===== src/rtl/rv_ctrl_pkg.sv =====
// Shared definitions for the RV32I multi-cycle control unit and its helpers.
// Contents: opcode constants, FSM state encoding, instruction classes,
// 4-bit ALU operation encodings, trap cause codes and an opcode classifier.
package rv_ctrl_pkg;

  localparam logic [6:0] OP_R      = 7'b0110011;
  localparam logic [6:0] OP_I      = 7'b0010011;
  localparam logic [6:0] OP_LOAD   = 7'b0000011;
  localparam logic [6:0] OP_STORE  = 7'b0100011;
  localparam logic [6:0] OP_BRANCH = 7'b1100011;

  typedef enum logic [2:0] {
    FETCH  = 3'd0,
    DECODE = 3'd1,
    EXEC   = 3'd2,
    MEM    = 3'd3,
    WB     = 3'd4,
    TRAP   = 3'd7
  } state_t;

  typedef enum logic [2:0] {
    CLS_R, CLS_I, CLS_LOAD, CLS_STORE, CLS_BRANCH, CLS_ILLEGAL
  } instr_class_t;

  localparam logic [3:0] ALU_AND  = 4'b0000;
  localparam logic [3:0] ALU_OR   = 4'b0001;
  localparam logic [3:0] ALU_ADD  = 4'b0010;
  localparam logic [3:0] ALU_XOR  = 4'b0011;
  localparam logic [3:0] ALU_SLTU = 4'b0101;
  localparam logic [3:0] ALU_SUB  = 4'b0110;
  localparam logic [3:0] ALU_SLT  = 4'b0111;
  localparam logic [3:0] ALU_SLL  = 4'b1000;
  localparam logic [3:0] ALU_SRL  = 4'b1001;
  localparam logic [3:0] ALU_SRA  = 4'b1010;

  localparam logic [1:0] CAUSE_NONE    = 2'b00;
  localparam logic [1:0] CAUSE_ILLEGAL = 2'b01;
  localparam logic [1:0] CAUSE_TIMEOUT = 2'b10;

  function automatic instr_class_t classify(input logic [6:0] opcode);
    case (opcode)
      OP_R:      return CLS_R;
      OP_I:      return CLS_I;
      OP_LOAD:   return CLS_LOAD;
      OP_STORE:  return CLS_STORE;
      OP_BRANCH: return CLS_BRANCH;
      default:   return CLS_ILLEGAL;
    endcase
  endfunction

endpackage


===== src/rtl/multicycle_control_unit_if.sv =====
// Control-unit <-> datapath/memory bundle.
// master: the control FSM (takes instruction fields and mem_ready, drives strobes).
// slave:  the datapath/memory side (drives instruction fields and mem_ready).
// Fields: opcode/funct3/funct7_b5 from the IR, mem_ready handshake, datapath
// strobes (pc_write, ir_write, reg_write, mem_read, mem_write, alu_src, alu_op,
// branch) and debug/status (state_o, trap, trap_cause).
interface multicycle_control_unit_if #(
  parameter int ALU_OP_W = 4
);
  logic [6:0]          opcode;
  logic [2:0]          funct3;
  logic                funct7_b5;
  logic                mem_ready;
  logic                pc_write;
  logic                ir_write;
  logic                reg_write;
  logic                mem_read;
  logic                mem_write;
  logic                alu_src;
  logic [ALU_OP_W-1:0] alu_op;
  logic                branch;
  logic [2:0]          state_o;
  logic                trap;
  logic [1:0]          trap_cause;

  modport master (
    input  opcode, funct3, funct7_b5, mem_ready,
    output pc_write, ir_write, reg_write, mem_read, mem_write, alu_src,
           alu_op, branch, state_o, trap, trap_cause
  );

  modport slave (
    output opcode, funct3, funct7_b5, mem_ready,
    input  pc_write, ir_write, reg_write, mem_read, mem_write, alu_src,
           alu_op, branch, state_o, trap, trap_cause
  );
endinterface


===== src/rtl/alu_op_decoder.sv =====
// Combinational ALU operation decode from instruction class and funct fields.
// Ports: cls (latched instruction class), funct3, funct7_b5 -> alu_op
// (4-bit encoding zero-extended to ALU_OP_W).
module alu_op_decoder
  import rv_ctrl_pkg::*;
#(
  parameter int ALU_OP_W = 4
) (
  input  instr_class_t        cls,
  input  logic [2:0]          funct3,
  input  logic                funct7_b5,
  output logic [ALU_OP_W-1:0] alu_op
);

  logic [3:0] op;

  // NOTE: every signal written in always_comb gets a default first; a path
  // that leaves it unassigned would infer a latch.
  always_comb begin
    op = ALU_ADD;
    case (cls)
      CLS_R, CLS_I: begin
        case (funct3)
          3'b000:  op = (cls == CLS_R && funct7_b5) ? ALU_SUB : ALU_ADD;
          3'b001:  op = ALU_SLL;
          3'b010:  op = ALU_SLT;
          3'b011:  op = ALU_SLTU;
          3'b100:  op = ALU_XOR;
          3'b101:  op = funct7_b5 ? ALU_SRA : ALU_SRL;  // SRAI/SRA share bit 30
          3'b110:  op = ALU_OR;
          default: op = ALU_AND;
        endcase
      end
      CLS_BRANCH: op = ALU_SUB;
      default:    op = ALU_ADD;  // LOAD/STORE address add
    endcase
  end

  assign alu_op = ALU_OP_W'(op);

endmodule


===== src/rtl/multicycle_control_unit.sv =====
// Multi-cycle RV32I control FSM: FETCH -> DECODE -> EXEC -> (MEM) -> (WB).
// Ports: clk, rst_n (async active-low), bus (master modport: instruction
// fields and mem_ready in; datapath strobes, state_o, trap, trap_cause out).
// Memory waits in FETCH/MEM are bounded by MAX_WAIT; overrun traps with cause
// TIMEOUT, an unknown opcode traps with cause ILLEGAL. Only reset leaves TRAP.
module multicycle_control_unit
  import rv_ctrl_pkg::*;
#(
  parameter  int ALU_OP_W = 4,
  parameter  int MAX_WAIT = 16,
  localparam int CNT_W    = $clog2(MAX_WAIT + 1)
) (
  input logic                        clk,
  input logic                        rst_n,
  multicycle_control_unit_if.master  bus
);

  state_t              state, next_state;
  instr_class_t        cls;
  logic [CNT_W-1:0]    wait_cnt;
  logic [1:0]          cause;
  logic                waiting;
  logic                timeout;
  logic [ALU_OP_W-1:0] dec_op;

  assign waiting = (state == FETCH) || (state == MEM);
  // A ready arriving on the MAX_WAIT cycle still wins over the timeout.
  assign timeout = waiting && !bus.mem_ready && (wait_cnt == CNT_W'(MAX_WAIT));

  alu_op_decoder #(.ALU_OP_W(ALU_OP_W)) u_alu_op_decoder (
    .cls       (cls),
    .funct3    (bus.funct3),
    .funct7_b5 (bus.funct7_b5),
    .alu_op    (dec_op)
  );

  // NOTE: sequential state uses non-blocking assignments so every register
  // samples pre-edge values regardless of statement order.
  always_ff @(posedge clk or negedge rst_n) begin
    if (!rst_n) begin
      state    <= FETCH;
      cls      <= CLS_R;
      wait_cnt <= '0;
      cause    <= CAUSE_NONE;
    end else begin
      state <= next_state;
      if (state == DECODE) cls <= classify(bus.opcode);
      // Any state change clears the counter, which covers entry to FETCH/MEM.
      if (next_state != state)             wait_cnt <= '0;
      else if (waiting && !bus.mem_ready)  wait_cnt <= wait_cnt + CNT_W'(1);
      if (next_state == TRAP && state != TRAP)
        cause <= timeout ? CAUSE_TIMEOUT : CAUSE_ILLEGAL;
    end
  end

  always_comb begin
    next_state = state;
    case (state)
      FETCH: begin
        if (bus.mem_ready)  next_state = DECODE;
        else if (timeout)   next_state = TRAP;
      end
      DECODE: next_state = (classify(bus.opcode) == CLS_ILLEGAL) ? TRAP : EXEC;
      EXEC: begin
        case (cls)
          CLS_R, CLS_I:         next_state = WB;
          CLS_LOAD, CLS_STORE:  next_state = MEM;
          CLS_BRANCH:           next_state = FETCH;
          default:              next_state = TRAP;
        endcase
      end
      MEM: begin
        if (bus.mem_ready)  next_state = (cls == CLS_LOAD) ? WB : FETCH;
        else if (timeout)   next_state = TRAP;
      end
      WB:      next_state = FETCH;
      TRAP:    next_state = TRAP;
      default: next_state = TRAP;
    endcase
  end

  // Outputs are forced low while rst_n is asserted so a request in flight
  // drops asynchronously instead of waiting for the state register.
  always_comb begin
    bus.pc_write   = 1'b0;
    bus.ir_write   = 1'b0;
    bus.reg_write  = 1'b0;
    bus.mem_read   = 1'b0;
    bus.mem_write  = 1'b0;
    bus.alu_src    = 1'b0;
    bus.alu_op     = '0;
    bus.branch     = 1'b0;
    bus.state_o    = 3'd0;
    bus.trap       = 1'b0;
    bus.trap_cause = CAUSE_NONE;
    if (rst_n) begin
      bus.state_o    = state;
      bus.trap_cause = cause;
      case (state)
        FETCH: begin
          bus.mem_read = 1'b1;
          bus.ir_write = bus.mem_ready;
          bus.pc_write = bus.mem_ready;
        end
        EXEC: begin
          bus.alu_op  = dec_op;
          bus.alu_src = (cls != CLS_R) && (cls != CLS_BRANCH);
          if (cls == CLS_BRANCH) begin
            bus.branch   = 1'b1;
            bus.pc_write = 1'b1;
          end
        end
        MEM: begin
          bus.mem_read  = (cls == CLS_LOAD);
          bus.mem_write = (cls == CLS_STORE);
        end
        WB:      bus.reg_write = 1'b1;
        TRAP:    bus.trap      = 1'b1;
        default: ;
      endcase
    end
  end

endmodule


===== src/flat_wrapper.sv =====
// flat-port wrapper written by rule: the top's interface ports become plain ports
module multicycle_control_unit_flat import rv_ctrl_pkg::*;
#(
  parameter  int ALU_OP_W = 4,
  parameter  int MAX_WAIT = 16,
  localparam int CNT_W    = $clog2(MAX_WAIT + 1)
)
  (clk, rst_n, bus_opcode, bus_funct3, bus_funct7_b5, bus_mem_ready, bus_pc_write, bus_ir_write, bus_reg_write, bus_mem_read, bus_mem_write, bus_alu_src, bus_alu_op, bus_branch, bus_state_o, bus_trap, bus_trap_cause);
  multicycle_control_unit_if #(.ALU_OP_W(ALU_OP_W)) bus_i ();
  input logic clk;
  input logic rst_n;
  input wire logic [$bits(bus_i.opcode)-1:0] bus_opcode;
  input wire logic [$bits(bus_i.funct3)-1:0] bus_funct3;
  input wire logic [$bits(bus_i.funct7_b5)-1:0] bus_funct7_b5;
  input wire logic [$bits(bus_i.mem_ready)-1:0] bus_mem_ready;
  output wire logic [$bits(bus_i.pc_write)-1:0] bus_pc_write;
  output wire logic [$bits(bus_i.ir_write)-1:0] bus_ir_write;
  output wire logic [$bits(bus_i.reg_write)-1:0] bus_reg_write;
  output wire logic [$bits(bus_i.mem_read)-1:0] bus_mem_read;
  output wire logic [$bits(bus_i.mem_write)-1:0] bus_mem_write;
  output wire logic [$bits(bus_i.alu_src)-1:0] bus_alu_src;
  output wire logic [$bits(bus_i.alu_op)-1:0] bus_alu_op;
  output wire logic [$bits(bus_i.branch)-1:0] bus_branch;
  output wire logic [$bits(bus_i.state_o)-1:0] bus_state_o;
  output wire logic [$bits(bus_i.trap)-1:0] bus_trap;
  output wire logic [$bits(bus_i.trap_cause)-1:0] bus_trap_cause;
  assign bus_i.opcode = bus_opcode;
  assign bus_i.funct3 = bus_funct3;
  assign bus_i.funct7_b5 = bus_funct7_b5;
  assign bus_i.mem_ready = bus_mem_ready;
  assign bus_pc_write = bus_i.pc_write;
  assign bus_ir_write = bus_i.ir_write;
  assign bus_reg_write = bus_i.reg_write;
  assign bus_mem_read = bus_i.mem_read;
  assign bus_mem_write = bus_i.mem_write;
  assign bus_alu_src = bus_i.alu_src;
  assign bus_alu_op = bus_i.alu_op;
  assign bus_branch = bus_i.branch;
  assign bus_state_o = bus_i.state_o;
  assign bus_trap = bus_i.trap;
  assign bus_trap_cause = bus_i.trap_cause;
  multicycle_control_unit #(.ALU_OP_W(ALU_OP_W), .MAX_WAIT(MAX_WAIT)) u_core (.clk(clk), .rst_n(rst_n), .bus(bus_i));
endmodule

===== config.mk =====
export PLATFORM = sky130hd
export DESIGN_NAME = multicycle_control_unit_flat
export DESIGN_NICKNAME = d
export VERILOG_FILES = /design/src/rtl/rv_ctrl_pkg.sv /design/src/rtl/multicycle_control_unit_if.sv /design/src/rtl/alu_op_decoder.sv /design/src/rtl/multicycle_control_unit.sv /design/src/flat_wrapper.sv
export SDC_FILE = /design/constraint.sdc
export NUM_CORES = 1
export LEC_CHECK = 0
export ABC_AREA = 1
export CAP_MARGIN = 5
export CORE_MARGIN = 1.5
export CORE_UTILIZATION = 35
export CTS_CLUSTER_SIZE = 14
export DETAILED_ROUTE_END_ITERATION = 8
export PLACE_DENSITY = 0.72
export SLEW_MARGIN = 20
export SYNTH_ARGS = -nofsm -noshare
export SYNTH_HDL_FRONTEND = slang
export SYNTH_SLANG_ARGS = --single-unit

===== constraint.sdc =====
create_clock -name clk -period 3.7 [get_ports clk]
set_input_delay 0.37 -clock clk [delete_from_list [all_inputs] [get_ports clk]]
set_output_delay 0.37 -clock clk [all_outputs]
set_load 0.02 [all_outputs]

# Word level (Yosys, flattened, before mapping)
# Index checks and enable logic that the tools add are counted.
# word_totals
wordCells,82
output_inout_bits,17
inputBits,14
reg_bits,13
# op_classes
n_reduce_logical,14
add_sub_neg,1
muxes,37
n_eq_ne,26
# ops
operator,n
case mux 3 bit (5 select lines),2
case mux 4 bit (7 select lines),1
== test 3 bit (second input constant),8
2-to-1 mux 3 bit,8
== test 3 x 2 -> 1 bit (second input constant),6
2-to-1 mux 1 bit,15
== test 7 x 6 -> 1 bit (second input constant),2
2-to-1 mux 5 bit,2
== test 3 x 1 -> 1 bit (second input constant),3
logical NOT 3 bit,3
case mux 3 bit (3 select lines),1
2-to-1 mux 4 bit,2
case mux 4 bit (2 select lines),1
== test 7 x 2 -> 1 bit (second input constant),1
== test 7 x 5 -> 1 bit (second input constant),1
== test 7 bit (second input constant),1
2-to-1 mux 2 bit,3
!= test 3 bit (second input constant),2
adder 5 x 1 -> 5 bit (second input constant),1
== test 5 bit (second input constant),1
logical AND 1 bit,5
case mux 1 bit (2 select lines),2
OR reduction 2 bit,2
!= test 3 bit,1
other kinds (4),4

# Longest topological paths before layout
# Gate-level depths: netlist of run 1.
# depth
word_depth,9
ltp_mapped,12
mapped_depth_nobuf,11

# Cells and area by module
# From an unflattened synthesis of run 1, not the netlist that was laid out.
# hier_totals
cells_unflattened,173
area_unflattened_um2,1159.9
# by_module_without_submodules
module,seq_area_each_um2,cells_per_inst,area_per_inst_um2,n_inst
multicycle_control_unit,325.3,152,1067.3,1
alu_op_decoder,0.0,21,92.6,1

# Worst setup path before layout of run 1
# Ideal clock, no wire load.
# synth_timing
kind,register to output
startpoint,register u_core.state[2]
endpoint,output port bus_alu_op[2]
stages_incl_launch_ff,10
path_buffers,0
setup_slack_ps,1713
arrival_ps,1617
path_cell_list,dfrtp_1 > inv_2 > nand2_1 > nor2_1 > inv_1 > nor2_1 > inv_1 > nor2_1 > inv_1 > o21ai_0
# synth_via
elab_chain_len,3
# synth_lines
element,line_no,rtl
"start, declared",multicycle_control_unit.sv:18,"state_t state, next_state;"
"start signal, assigned",multicycle_control_unit.sv:46,state <= next_state;
== test 3 x 2 -> 1 bit,multicycle_control_unit.sv:99,case (state)
2-to-1 mux 4 bit,multicycle_control_unit.sv:99,
2-to-1 mux 4 bit,multicycle_control_unit.sv:96,if (rst_n) begin
"end, declared",flat_wrapper.sv:22,output wire logic [$bits(bus_i.alu_op)-1:0] bus_alu_op;
# No other way between the ends.

# Worst setup path after layout of run 1
# layout_timing
startpoint,register u_core.state[2]
endpoint,output port bus_pc_write
# layout_via
elab_chain_len,3
# layout_lines
element,line_no,rtl
== test 3 x 2 -> 1 bit / logical NOT 3 bit (equally long branches),multicycle_control_unit.sv:99,
case mux 1 bit (2 select lines) *,multicycle_control_unit.sv:99,
2-to-1 mux 1 bit *,multicycle_control_unit.sv:96,
"end, declared",flat_wrapper.sv:16,output wire logic [$bits(bus_i.pc_write)-1:0] bus_pc_write;
# Every way passes the cells marked *; elsewhere a longest branch is shown, timed or not.

==> results of run 1 <==
## placed cells by master (no fill, tap or decap)
cell	n
a21oi_1	2
a31oi_1	1
buf_4	1
clkbuf_1	1
clkbuf_4	3
clkdlybuf4s50_1	30
dfrtp_1	13
ha_1	2
inv_1	30
inv_2	1
nand2_1	33
nand2_2	4
nand2_4	2
nand3_1	8
nand3_2	4
nand4_1	3
nor2_1	30
nor2_2	2
nor3_1	3
nor3_2	2
nor3b_1	1
o211ai_1	1
o21ai_0	6
o21ai_1	1
o311ai_0	1
o31ai_1	1
or2_2	1
xnor2_1	2
xor2_1	3
## registers in the layout, summed over array words and instances, names as in the netlist
register	cells
u_core.state	3
u_core.cls	3
u_core.wait_cnt	5
u_core.cause	2
## power by group
part	internal, mW	switching [mW]	total (mW)	leakage (nW)
clock network	0.0419	0.0474	0.0892	0.0150
registers	0.142	0.000338	0.143	0.148
logic	0.0217	0.0178	0.0395	0.507
## per-stage QoR
step	power [mW]	instances	hold slack (ps)	area, um2
floorplan	0.159	158	74.4	1040
global placement	0.185	219	485	1380
detailed placement	0.186	219	490	1380
CTS	0.276	223	413	1400
global route	0.285	223	433	1400
finish	0.272	223	416	1400
## cell usage after synthesis (all sizes together)
library cell	instances
nand3	12
buf	1
ha	2
xor2	3
dfrtp	13
o211ai	1
o21ai	7
inv	31
nor2	32
or2	1
nand4	3
a21oi	2
nor3b	1
o311ai	1
nor3	5
xnor2	2
a31oi	1
o31ai	1
nand2	39
## worst max path at each step
stage | startpoint | to | slack, ps
after floorplan | u_core.state[2]$_DFF_PN0_ | bus_alu_op[2] | 1710
after global placement | rst_n | bus_pc_write | 1050
after detailed placement | rst_n | bus_pc_write | 990
after CTS | rst_n | bus_pc_write | 980
after global routing | rst_n | bus_pc_write | 820
final | u_core.state[2]$_DFF_PN0_ | bus_pc_write | 990
## per-layer routing
metal  GRT usage  up-vias  wire length [um]
met5           0        -                 0
met4      0.0698        0                19
met3      0.0159        2                95
met2       0.268       29              1090
met1       0.208      478              1090
li1            -      554                 -
## kinds of logic after synthesis
| family | Yosys count | share of synthesized area |
|---|---|---|
| compound gates | 13 | 0.0721 |
| xor+xnor | 5 | 0.0421 |
| fa+ha+maj | 2 | 0.0240 |
| buf+inv | 32 | 0.123 |
| flops | 13 | 0.312 |
| simple gates | 93 | 0.427 |
## final cells by class
| class | count | area, um2 | share of cell area |
|---|---|---|---|
| inverter | 31 | 116 | 0.0830 |
| multi-input combinational | 113 | 588 | 0.419 |
| sequential | 13 | 325 | 0.232 |
| tap | 31 | 38.8 | 0.0277 |
| timing repair buffer | 31 | 308 | 0.219 |
| clock buffer | 4 | 26.3 | 0.0187 |
==> results.txt, run 1 <==
# fillers: 277
Die width: 57.5 um
Core Util, Final: 0.504
Critical path type: reg -> out
Worst setup margin: 988 ps
TritonCTS clock tree: yes
Data required time of the worst path: 3330 ps
Reg2reg start: u_core.state[1]$_DFF_PN0_
Synthesized area: 0.00104 mm2
Worst path max stage delay: 630 ps
Maximum VDD drop: 0.000172 V
TritonRoute pass-1 iters: 4
Post-synth cell types: 26
Sum of buffers and inverters on the critical path: 5
Die ar.: 0.00331 mm2
Fin crit share: 0.733
Post-CTS setup buffer count: 0
Mapped Cells: 158
Crit path capture type: primary output
Cts bufs inserted: 3
Worst Path Max Fanout: 7
Largest net degree at the start of global routing: 21
Post-synthesis sequential area ratio: 0.313
Worst Clk Skew: 2.38 ps
Vias per inst: 4.77
Clock Latency Late Sink: 280 ps
Startpoint types: register
Post-cts resize count: 0
Initial antenna violation count: 0
Rows: 19
Critical path's top delay family: buffers and inverters
Worst path depth: 10
Status: completed
Mean routed wirelength per cell: 10.3 um
Pre-CTS setup slack: 988 ps
Final Hold Vio Count: 0
R2R setup slack: 2020 ps
Synth warn: 0
Detailed-route via count: 1063
Root buffer cell: clkbuf_4
Setup TNS: 0 ps
WP data arrival: 2340 ps
Pin slew with the least headroom to its limit: 378 ps
Period minus WS final: 2710 ps
Final setup vio count: 0
DIE HEIGHT: 57.5 um
Routed WL: 2290 um
Leak Pwr: 0.670 nW
RSZ-0062 raised after global routing: false
Share of layout cells above drive strength 1: 0.104
Initial DRC count: 28
GP Congestion: 0.891
Cell taking the most area after synthesis: dfrtp_1
Max-cap violations: 0
Clock-pin slew on the worst setup and hold paths: 80 ps
Mean Syn Cell Area: 6.59 um2
Clk buf depth: 2
R2r endpoint: u_core.cause[0]$_DFFE_PN0P_
Detailed placement HPWL: 1900 um
Yosys reg bits: 13
Syn Nets: 174
Worst r2r path cells: 9
Synth area leaders: dfrtp_1 31%, nand2_1 12%, inv_1 11%
Drt drc: 0
Gr usage total: 0.160
PwrDens: 194 mW/mm2
Fmax: 369 MHz
ANT nets after route: 0
Cell Chain, Critical Path: inv_2, nand2_1, nor2_1, inv_1, nor2_1, inv_1, nor2_1, inv_1, o21ai_0, clkdlybuf4s50_1
CTS Hold Bufs: 0
Core area: 0.00278 mm2
Slew Limit Headroom: 0.746
Initial core utilization: 0.374
HP Class: in -> async
Post-synth top area share: 0.313
IO buf count: 30
I/O pins: 31
Post-layout nets: 209
Crit path max-delay cell type: clkdlybuf4s50_1
Final Max Tran Viols: 0
Number of global-route vias before repair: 1003
Ant. Diodes: 0
First-pass GRT wire length: 4200 um
H-tree depth: 1
Sink Count: 13
P&R area growth vs syn: 34.7%
Total congestion overflow: 0
Power figures use the tool's default switching activity.
==> inputs of run 2 (changes only) <==
==> constraint.sdc (replaced) <==
create_clock -name clk -period 2.7 [get_ports clk]
set_input_delay 0.27 -clock clk [delete_from_list [all_inputs] [get_ports clk]]
set_output_delay 0.27 -clock clk [all_outputs]
set_load 0.02 [all_outputs]
==> results.txt, run 2 (synthesis results as in run 1) <==
Worst setup margin: 250 ps
Die ar.: 0.00331 mm2
Critical path type: reg -> out
Worst r2r path cells: 10
Leak Pwr: 0.708 nW
Cts bufs inserted: 3
Mean routed wirelength per cell: 10.1 um
Worst path max stage delay: 630 ps
GP Congestion: 0.868
# fillers: 295
Largest Register: u_core.wait_cnt
Met1 usage: 0.196
Gr usage total: 0.154
H-tree depth: 1
Reg2reg start: u_core.state[1]$_DFF_PN0_
Worst path depth: 8
TritonRoute pass-1 iters: 4
Drt drc: 0
Number of global-route vias before repair: 986
Maximum VDD drop: 0.000237 V
Clk buf depth: 2
Critical Path Start: u_core.state[2]$_DFF_PN0_
P&R area growth vs syn: 35.2%
Initial antenna violation count: 0
M2 GR Usage: 0.256
Status: completed
Data required time of the worst path: 2430 ps
Final Max Tran Viols: 0
Pin slew with the least headroom to its limit: 311 ps
Core Util, Final: 0.506
Largest net degree at the start of global routing: 20
Vias per inst: 4.86
Detailed placement HPWL: 1870 um
RSZ-0062 raised after global routing: false
Commonest non-fill, non-tap cell in the layout: nand2_1
Initial DRC count: 65
Sum of buffers and inverters on the critical path: 3
Die width: 57.5 um
Share of layout cells above drive strength 1: 0.104
Sink Count: 13
PwrDens: 262 mW/mm2
Slew Limit Headroom: 0.791
WP data arrival: 2180 ps
Largest registers: u_core.wait_cnt (5), u_core.cls (3), u_core.state (3)
Worst Clk Skew: 0.910 ps
Routed WL: 2250 um
R2R setup slack: 1080 ps
Total congestion overflow: 0
Root buffer cell: clkbuf_4
CP endpoint: bus_alu_op[3]
Grt peak-use layer: met2
Fmax: 408 MHz
Core area: 0.00278 mm2
I/O pins: 31
Final Hold Vio Count: 0
ANT nets after route: 0
Cell Chain, Critical Path: inv_2, nand2_1, nor2_1, inv_1, nor2_1, nand2_1, nor3_1, clkdlybuf4s50_1
Period minus WS final: 2450 ps
Initial core utilization: 0.374
Most frequent cells in the layout: 33 x nand2_1, 30 x inv_1, 30 x nor2_1
Detailed-route via count: 1083
Worst Path Max Fanout: 7
IO buf count: 30
Fin cells: 223
Max reg flops: 5
HP Class: in -> async
Post-CTS setup buffer count: 0
Clock Latency Late Sink: 270 ps
Critical path's top delay family: buffers and inverters
Post-layout nets: 209
Placed cells: 219
Clock-pin slew on the worst setup and hold paths: 70 ps
Crit path capture type: primary output
Rows: 19
Met3 Use GR: 0.0227
Max-cap violations: 0
TritonCTS clock tree: yes
DIE HEIGHT: 57.5 um
Pre-CTS setup slack: 350 ps
Setup TNS: 0 ps
Fin crit share: 0.907
Final setup vio count: 0
R2r endpoint: u_core.wait_cnt[3]$_DFFE_PN0P_
Ant. Diodes: 0
Crit path max-delay cell type: clkdlybuf4s50_1
First-pass GRT wire length: 4090 um
Startpoint types: register
==> run 2: cell count changes in the layout (fill, tap and decap cells not counted) <==
cell,before,now
clkdlybuf4s50_1,30,28
dlymetal6s2s_1,0,2
==> run 2: repair_timing <==
item / CTS / global route
hold buffers: 0 / 0
resized for setup: 0 / 2
endpoints found under the setup margin: 0 / 2
==> run 2: how the worst min path moves through the flow <==
stage,startpoint,to,slack (ps),cells past startpoint
2_1_floorplan,rst_n,u_core.cause[0]$_DFFE_PN0P_,-30,0
3_3_place_gp,u_core.cause[1]$_DFFE_PN0P_,u_core.cause[1]$_DFFE_PN0P_,490,2
3_5_place_dp,u_core.cause[1]$_DFFE_PN0P_,u_core.cause[1]$_DFFE_PN0P_,490,2
4_1_cts,rst_n,u_core.wait_cnt[0]$_DFFE_PN0P_,370,2
5_1_grt,rst_n,u_core.state[1]$_DFF_PN0_,370,2
6_report,rst_n,u_core.cls[2]$_DFFE_PN0P_,360,2
==> run 2: metal layers <==
| metal | vias up | routed length [um] |
|---|---|---|
| met5 | - | 0 |
| met1 | 486 | 1020 |
| met3 | 5 | 129 |
| li1 | 559 | - |
| met4 | 0 | 49 |
| met2 | 33 | 1050 |
==> run 2: cell type report <==
type	instances	area (um2)	area share
Clock buffer	4	26.3	0.0187
Inverter	31	116	0.0827
Multi-Input combinational cell	113	588	0.418
Sequential cell	13	325	0.231
Tap cell	31	38.8	0.0276
Timing Repair Buffer	31	313	0.222
==> run 2: per-stage QoR <==
| step | total power, mW | hold slack (ps) | cell area (um2) |
|---|---|---|---|
| floorplan | 0.218 | -25.6 | 1040 |
| global placement | 0.254 | 489 | 1380 |
| detailed placement | 0.255 | 492 | 1380 |
| CTS | 0.374 | 365 | 1400 |
| global route | 0.394 | 368 | 1410 |
| finish | 0.369 | 357 | 1410 |
==> run 2: where the power goes <==
part           switching, mW  internal [mW]  leakage (nW)
clock network         0.0616         0.0573        0.0150
registers           0.000385          0.195         0.148
logic                 0.0248         0.0297         0.545
